[src/rtl/video_timing_pkg.sv]
// Shared types and constants for the video pattern generator.
// Latency: n/a (types, constants and pure functions only).
// Backpressure: n/a.
package video_timing_pkg;

    // pattern_sel encodings
    typedef enum logic [1:0] {
        PAT_BARS     = 2'd0,
        PAT_GRADIENT = 2'd1,
        PAT_CHECKER  = 2'd2,
        PAT_SOLID    = 2'd3
    } pattern_e;

    // Generator FSM states
    typedef enum logic [1:0] {
        ST_IDLE     = 2'd0,
        ST_RUN      = 2'd1,
        ST_STOPPING = 2'd2
    } state_e;

    // Colour bar palette, {r,g,b}
    localparam logic [23:0] COL_WHITE   = 24'hFFFFFF;
    localparam logic [23:0] COL_YELLOW  = 24'hFFFF00;
    localparam logic [23:0] COL_CYAN    = 24'h00FFFF;
    localparam logic [23:0] COL_GREEN   = 24'h00FF00;
    localparam logic [23:0] COL_MAGENTA = 24'hFF00FF;
    localparam logic [23:0] COL_RED     = 24'hFF0000;
    localparam logic [23:0] COL_BLUE    = 24'h0000FF;
    localparam logic [23:0] COL_BLACK   = 24'h000000;

    // Total clocks per line or lines per frame from the region sizes.
    function automatic int timing_total(input int active, input int fp,
                                        input int sync, input int bp);
        return active + fp + sync + bp;
    endfunction

    // Bar index (left to right) to colour.
    function automatic logic [23:0] bar_colour(input logic [2:0] idx);
        case (idx)
            3'd0:    return COL_WHITE;
            3'd1:    return COL_YELLOW;
            3'd2:    return COL_CYAN;
            3'd3:    return COL_GREEN;
            3'd4:    return COL_MAGENTA;
            3'd5:    return COL_RED;
            3'd6:    return COL_BLUE;
            default: return COL_BLACK;
        endcase
    endfunction

endpackage

[src/rtl/video_timing_counter.sv]
// Raster h/v counters with region decode, frame wrap flag and colour-bar index.
// Latency: region flags are combinational from the current counter state.
// Backpressure: none; counters advance every cycle while en is high, hold otherwise.
// Ports: clk/reset (sync, active-high), en advances the raster; h/v current
// position; bar_idx current colour-bar; h_active/v_active/h_sync/v_sync region
// flags; frame_end high on the last count of the frame.
module video_timing_counter
    import video_timing_pkg::*;
#(
    parameter int H_ACTIVE = 1280,
    parameter int H_FP     = 110,
    parameter int H_SYNC   = 40,
    parameter int H_BP     = 220,
    parameter int V_ACTIVE = 720,
    parameter int V_FP     = 5,
    parameter int V_SYNC   = 5,
    parameter int V_BP     = 20
) (
    input  logic        clk,
    input  logic        reset,
    input  logic        en,
    output logic [15:0] h,
    output logic [15:0] v,
    output logic [2:0]  bar_idx,
    output logic        h_active,
    output logic        v_active,
    output logic        h_sync,
    output logic        v_sync,
    output logic        frame_end
);

    localparam int H_TOTAL = timing_total(H_ACTIVE, H_FP, H_SYNC, H_BP);
    localparam int V_TOTAL = timing_total(V_ACTIVE, V_FP, V_SYNC, V_BP);

    localparam logic [15:0] H_LAST     = 16'(H_TOTAL - 1);
    localparam logic [15:0] V_LAST     = 16'(V_TOTAL - 1);
    localparam logic [15:0] H_ACT_END  = 16'(H_ACTIVE);
    localparam logic [15:0] V_ACT_END  = 16'(V_ACTIVE);
    localparam logic [15:0] HS_START   = 16'(H_ACTIVE + H_FP);
    localparam logic [15:0] HS_END     = 16'(H_ACTIVE + H_FP + H_SYNC);
    localparam logic [15:0] VS_START   = 16'(V_ACTIVE + V_FP);
    localparam logic [15:0] VS_END     = 16'(V_ACTIVE + V_FP + V_SYNC);

    // Bars are tracked by a width counter plus index so no divider is needed.
    localparam int BAR_W = H_ACTIVE / 8;
    localparam int BCW   = $clog2(BAR_W + 1);
    localparam logic [BCW-1:0] BAR_LAST = BCW'(BAR_W - 1);

    logic [BCW-1:0] bar_cnt;
    logic           line_end;

    assign line_end  = (h == H_LAST);
    assign frame_end = line_end && (v == V_LAST);

    assign h_active  = (h < H_ACT_END);
    assign v_active  = (v < V_ACT_END);
    assign h_sync    = (h >= HS_START) && (h < HS_END);
    assign v_sync    = (v >= VS_START) && (v < VS_END);

    always_ff @(posedge clk) begin
        if (reset) begin
            h       <= '0;
            v       <= '0;
            bar_cnt <= '0;
            bar_idx <= '0;
        end else if (en) begin
            if (line_end) begin
                h       <= '0;
                bar_cnt <= '0;
                bar_idx <= '0;
                v       <= (v == V_LAST) ? '0 : v + 16'd1;
            end else begin
                h <= h + 16'd1;
                // Index runs past bar 7 into blanking; harmless since de is low there.
                if (bar_cnt == BAR_LAST) begin
                    bar_cnt <= '0;
                    bar_idx <= bar_idx + 3'd1;
                end else begin
                    bar_cnt <= bar_cnt + BCW'(1);
                end
            end
        end
    end

endmodule

[src/rtl/video_pattern_gen.sv]
// Video source: programmable raster timing plus selectable test pattern (vs/hs/de/RGB).
// Latency: counter state (h,v) appears on all outputs exactly one cycle later.
// Backpressure: none; free-running source, run=0 finishes the current frame then idles.
// Ports: clk/reset (sync, active-high); run; pattern_sel and solid_rgb sampled at
// frame start; vs_out/hs_out (SYNC_POL), de_out, r/g/b_out; frame_start pulse;
// busy while RUN/STOPPING; frame_count of completed frames.
module video_pattern_gen
    import video_timing_pkg::*;
#(
    parameter int H_ACTIVE = 1280,
    parameter int H_FP     = 110,
    parameter int H_SYNC   = 40,
    parameter int H_BP     = 220,
    parameter int V_ACTIVE = 720,
    parameter int V_FP     = 5,
    parameter int V_SYNC   = 5,
    parameter int V_BP     = 20,
    parameter bit SYNC_POL = 1'b1
) (
    input  logic        clk,
    input  logic        reset,
    input  logic        run,
    input  logic [1:0]  pattern_sel,
    input  logic [23:0] solid_rgb,
    output logic        vs_out,
    output logic        hs_out,
    output logic        de_out,
    output logic [7:0]  r_out,
    output logic [7:0]  g_out,
    output logic [7:0]  b_out,
    output logic        frame_start,
    output logic        busy,
    output logic [15:0] frame_count
);

    state_e      state, state_nxt;
    logic        cnt_en, busy_nxt, frame_bound, de_nxt;
    logic [15:0] h, v;
    logic [2:0]  bar_idx;
    logic        h_active, v_active, h_sync, v_sync, frame_end;
    pattern_e    pat_q, pat_cur;
    logic [23:0] solid_q, solid_cur, rgb_nxt;

    video_timing_counter #(
        .H_ACTIVE(H_ACTIVE), .H_FP(H_FP), .H_SYNC(H_SYNC), .H_BP(H_BP),
        .V_ACTIVE(V_ACTIVE), .V_FP(V_FP), .V_SYNC(V_SYNC), .V_BP(V_BP)
    ) u_timing (
        .clk      (clk),
        .reset    (reset),
        .en       (cnt_en),
        .h        (h),
        .v        (v),
        .bar_idx  (bar_idx),
        .h_active (h_active),
        .v_active (v_active),
        .h_sync   (h_sync),
        .v_sync   (v_sync),
        .frame_end(frame_end)
    );

    // State register
    always_ff @(posedge clk) begin
        if (reset) state <= ST_IDLE;
        else       state <= state_nxt;
    end

    // Next-state logic; stopping always lands on the frame wrap so counters are back at 0,0.
    always_comb begin
        state_nxt = state;
        case (state)
            ST_IDLE:     if (run) state_nxt = ST_RUN;
            ST_RUN:      if (!run) state_nxt = frame_end ? ST_IDLE : ST_STOPPING;
            ST_STOPPING: begin
                if (run)            state_nxt = ST_RUN;
                else if (frame_end) state_nxt = ST_IDLE;
            end
            default:     state_nxt = ST_IDLE;
        endcase
    end

    // FSM outputs
    always_comb begin
        cnt_en      = (state != ST_IDLE);
        busy_nxt    = (state_nxt != ST_IDLE);
        frame_bound = (state == ST_RUN) && (h == 16'd0) && (v == 16'd0);
    end

    // The first pixel of a frame already uses the newly sampled pattern settings.
    assign pat_cur   = frame_bound ? pattern_e'(pattern_sel) : pat_q;
    assign solid_cur = frame_bound ? solid_rgb : solid_q;
    assign de_nxt    = cnt_en && h_active && v_active;

    always_comb begin
        rgb_nxt = '0;
        case (pat_cur)
            PAT_BARS:     rgb_nxt = bar_colour(bar_idx);
            PAT_GRADIENT: rgb_nxt = {3{h[7:0]}};
            PAT_CHECKER:  rgb_nxt = (h[4] ^ v[4]) ? COL_WHITE : COL_BLACK;
            PAT_SOLID:    rgb_nxt = solid_cur;
            default:      rgb_nxt = '0;
        endcase
        if (!de_nxt) rgb_nxt = '0;
    end

    always_ff @(posedge clk) begin
        if (reset) begin
            de_out      <= 1'b0;
            hs_out      <= ~SYNC_POL;
            vs_out      <= ~SYNC_POL;
            r_out       <= '0;
            g_out       <= '0;
            b_out       <= '0;
            frame_start <= 1'b0;
            busy        <= 1'b0;
            frame_count <= '0;
            pat_q       <= PAT_BARS;
            solid_q     <= '0;
        end else begin
            de_out                <= de_nxt;
            hs_out                <= (cnt_en && h_sync) ? SYNC_POL : ~SYNC_POL;
            vs_out                <= (cnt_en && v_sync) ? SYNC_POL : ~SYNC_POL;
            {r_out, g_out, b_out} <= rgb_nxt;
            frame_start           <= frame_bound;
            busy                  <= busy_nxt;
            if (cnt_en && frame_end) frame_count <= frame_count + 16'd1;
            if (frame_bound) begin
                pat_q   <= pat_cur;
                solid_q <= solid_cur;
            end
        end
    end

endmodule

[config.mk]
export PLATFORM = sky130hd
export DESIGN_NAME = video_pattern_gen
export DESIGN_NICKNAME = d
export VERILOG_FILES = /design/src/rtl/video_timing_pkg.sv /design/src/rtl/video_timing_counter.sv /design/src/rtl/video_pattern_gen.sv
export SDC_FILE = /design/constraint.sdc
export NUM_CORES = 1
export LEC_CHECK = 0
export CELL_PAD_IN_SITES_DETAIL_PLACEMENT = 0
export CELL_PAD_IN_SITES_GLOBAL_PLACEMENT = 2
export CORE_UTILIZATION = 38
export DETAILED_ROUTE_END_ITERATION = 8
export DONT_BUFFER_PORTS = 1
export GPL_TIMING_DRIVEN = 0
export PLACE_DENSITY_LB_ADDON = 0.1
export SLEW_MARGIN = 10
export SYNTH_ARGS = -nofsm -noshare
export SYNTH_HDL_FRONTEND = slang
export SYNTH_HIERARCHICAL = 1
export SYNTH_SLANG_ARGS = --single-unit
[constraint.sdc]
create_clock -name clk -period 3.8 [get_ports clk]
set_input_delay 0.76 -clock clk [delete_from_list [all_inputs] [get_ports clk]]
set_output_delay 0.76 -clock clk [all_outputs]
set_load 0.05 [all_outputs]
==> summary.md <==
| Metric | Value |
|---|---|
| Status | `finished, final reports clean` |
| Crit path buf inv count | `1` |
| Clk Latency, worst-skew pair | `0.42 ns` |
| GRT Total Usage | `22.40%` |
| Grt ovf | `0` |
| Hold_buf cts | `0` |
| Relative slew slack | `45.14%` |
| Syn Nets | `686` |
| Worst Hold Class | `input pin to flop` |
| Vias in the first global route | `4734` |
| I/O Buffers | `0` |
| # DRC | `0` |
| DIE WIDTH | `123.6 um` |
| Power share of the combinational group | `6.5%` |
| Ys flop type | `dfxtp_1` |
| Ranking of synthesized cells by area | `dfxtp_1 (41%), nand3_1 (5.8%), nand2_1 (5.3%)` |
| DIE AREA | `0.01527 mm^2` |
| RSZ-0062 raised after global routing | `no` |
| Cell taking the most area after synthesis | `dfxtp_1` |
| Crit path max-delay cell type | `or4b_2` |
| Max Transition Viols Final | `0` |
| PostCTS Resize Cnt | `0` |
| I/O pin count | `74` |
| Wire length per cell | `18.36 um` |
| TritonRoute pass-1 iters | `4` |
| Share of the synthesized area in the top cell type | `41.35%` |
| Pre-CTS setup slack | `0.4357 ns` |
| Clock Pin Slew Worst Setup and Hold Paths | `0.06 ns` |
| Core box area | `0.01448 mm^2` |
| CP most frequent cell | `nor2_1` |
| Crit-path cells | `clkbuf_2 -> or4b_2 -> or4_1 -> nor2_1 -> o21a_1 -> nand4_2 -> nor4_1 -> xnor2_1 -> nor2_1` |
| Crit-path max FO | `9` |
| RD Place Congestion | `0.8313` |
| Power share of the clock group | `50.2%` |
| DR vias | `4847` |
| Largest net degree at the start of global routing | `17` |
| Cell Area, Synth | `0.005617 mm^2` |
| Synth Instances | `649` |
| Period utilization | `88.63%` |
| Final Critical Period | `3.368 ns` |
| WP data required | `4.09 ns` |
| Postcts setup bufs | `0` |
| Data arrival, critical path | `3.66 ns` |
| YS warnings | `6` |
| Layout cells sized above 1 | `14.54%` |
| Area growth syn-to-layout | `14.39%` |
| Kind of critical path | `flop to flop` |
| CTS tree | `done` |
| Final HPWL DP | `11.40 mm` |
| Via density | `5.603` |
| Initial Utilization | `38.79%` |
| Setup TNS | `0 ns` |
| Worst path top cell family by delay | `simple AND/OR/NAND/NOR gates` |
| Cell internal pwr | `2.311 mW` |
| Clk root buf | `clkbuf_16` |
| Die H | `123.6 um` |
| Most common cell in the synthesized netlist | `dfxtp_1` |
| Detail Route Antenna Nets | `0` |
| # diodes | `0` |
| Max clock buf depth | `2` |
| Sw frac | `26.08%` |
| Post-layout nets | `705` |
| Max VDD drop | `0.0003164 V` |
| Final setup fails | `0` |
| Avg Inst Size Synth | `8.654 um^2` |
| Initial antenna violation count | `0` |
| Switching pwr | `0.8152 mW` |
| Crit end category | `flop` |
| Fin Clk Skew | `0.009161 ns` |
| Power density over the cells | `486.5 mW/mm^2` |
| CP peak stage delay | `0.67 ns` |
| Routed WL | `15.88 mm` |
| Post-route setup slack | `0.4320 ns` |
| Max frequency | `296.9 MHz` |
| Max-cap violation count | `0` |
| Async set or reset register ratio after synthesis | `0%` |
| Detailed Route Iter0 Violations | `246` |
| CTS buffer count | `17` |
| Synth Register Bits | `116` |
| LEAKAGE | `2.124 nW` |
| Flop pwr share | `43.3%` |
| Max H-tree Level | `4` |
| Endpoints failing hold | `0` |
| CP startpoint kind | `flop` |
| First-pass GRT wire length | `25.25 mm` |
| EDFF count, synth | `0` |
| Commonest cells in the synthesized netlist | `dfxtp_1 (116), nand2_1 (79), nand3_1 (65)` |
| Synth cell types | `62` |
| Register area share after synthesis | `41.35%` |
| Sink Count | `116` |
| # rows | `44` |
| Worst Tran Pin Value | `0.8161 ns` |
[layer usage]
metal  global-route usage [%]  up-vias  part of all wire, %
li1                         -     2380                    -
met1                    27.77     2316                   45
met2                    36.10      127                   47
met3                    5.861       24                  5.6
met4                    10.62        0                  1.8
met5                        0        -                    0
[power by group through the flow]
| stage | registers (mW) | clock network, mW | logic (mW) |
|---|---|---|---|
| after global routing | 1.36 | 1.66 | 0.227 |
| final | 1.35 | 1.57 | 0.204 |
| after global placement | 1.38 | 0 | 0.202 |
| after floorplan | 1.37 | 0 | 0.150 |
| after CTS | 1.35 | 1.60 | 0.204 |
| after detailed placement | 1.38 | 0 | 0.203 |
[sequential cells by signal (all words and copies together) (netlist names), 2 cells and up]
register and count:
frame_count 16, b_out 8, solid_q 24, g_out 8
u_timing/bar_cnt 8, state 2, u_timing/bar_idx 3, u_timing/h 16
r_out 8, pat_q 2, u_timing/v 16
[cells by family after synthesis]
logic type / count (synthesis) / share of synthesized area (%)
fa+ha+maj: 8 / 1.782
buf+inv: 55 / 4.901
mux: 7 / 1.314
flops: 116 / 41.35
xor+xnor: 35 / 5.458
compound gates: 120 / 15.19
simple gates: 308 / 30.01
[stage by stage]
| step | std cells | hold slack (ns) | total power, mW | area [um^2] | util [%] |
|---|---|---|---|---|---|
| floorplan | 649 | 0.4292 | 1.523 | 5617 | - |
| global placement | 833 | 0.4390 | 1.581 | 5847 | 40.38 |
| detailed placement | 833 | 0.4465 | 1.583 | 5847 | 40.38 |
| CTS | 865 | 0.3940 | 3.163 | 6425 | 44.37 |
| global route | 865 | 0.3974 | 3.245 | 6425 | 44.37 |
| finish | 865 | 0.4180 | 3.126 | 6425 | 44.37 |
[placed cells by master, fill, tap and decap left out, types with 8 or more instances in the layout]
master / Yosys / routed
inv_1: 14 / 14
a21oi_2: 20 / 20
clkbuf_1: 20 / 22
o21ai_0: 18 / 18
dfxtp_1: 116 / 116
xor2_1: 21 / 21
buf_2: 12 / 12
or3_1: 14 / 14
nand3_1: 65 / 65
a21oi_1: 24 / 24
nand2_1: 79 / 79
a41oi_1: 21 / 21
clkbuf_16: 0 / 17
ha_1: 8 / 8
nor3_1: 9 / 9
nor4_1: 12 / 12
nand4_1: 13 / 13
xnor2_1: 14 / 14
nor2_1: 55 / 55
[worst paths after layout]
kind,startpoint,to,slack [ns],cells after the start
max,u_timing/v[4],frame_count[15],0.43,9
min reg2reg,solid_q[18],solid_q[18],0.46,2
min,run,state[1],0.42,1
max reg2reg,u_timing/v[4],frame_count[15],0.43,9
[layout make-up]
cell class	count	area, um^2
Clock inverter	12	131.4
Multi-Input combinational cell	478	3019
Inverter	14	52.55
Tap cell	184	230.2
Buffer	41	222.7
Sequential cell	116	2322
Clock buffer	20	446.7
Fill cell	1426	8054
(Power assumes the default switching activity.)
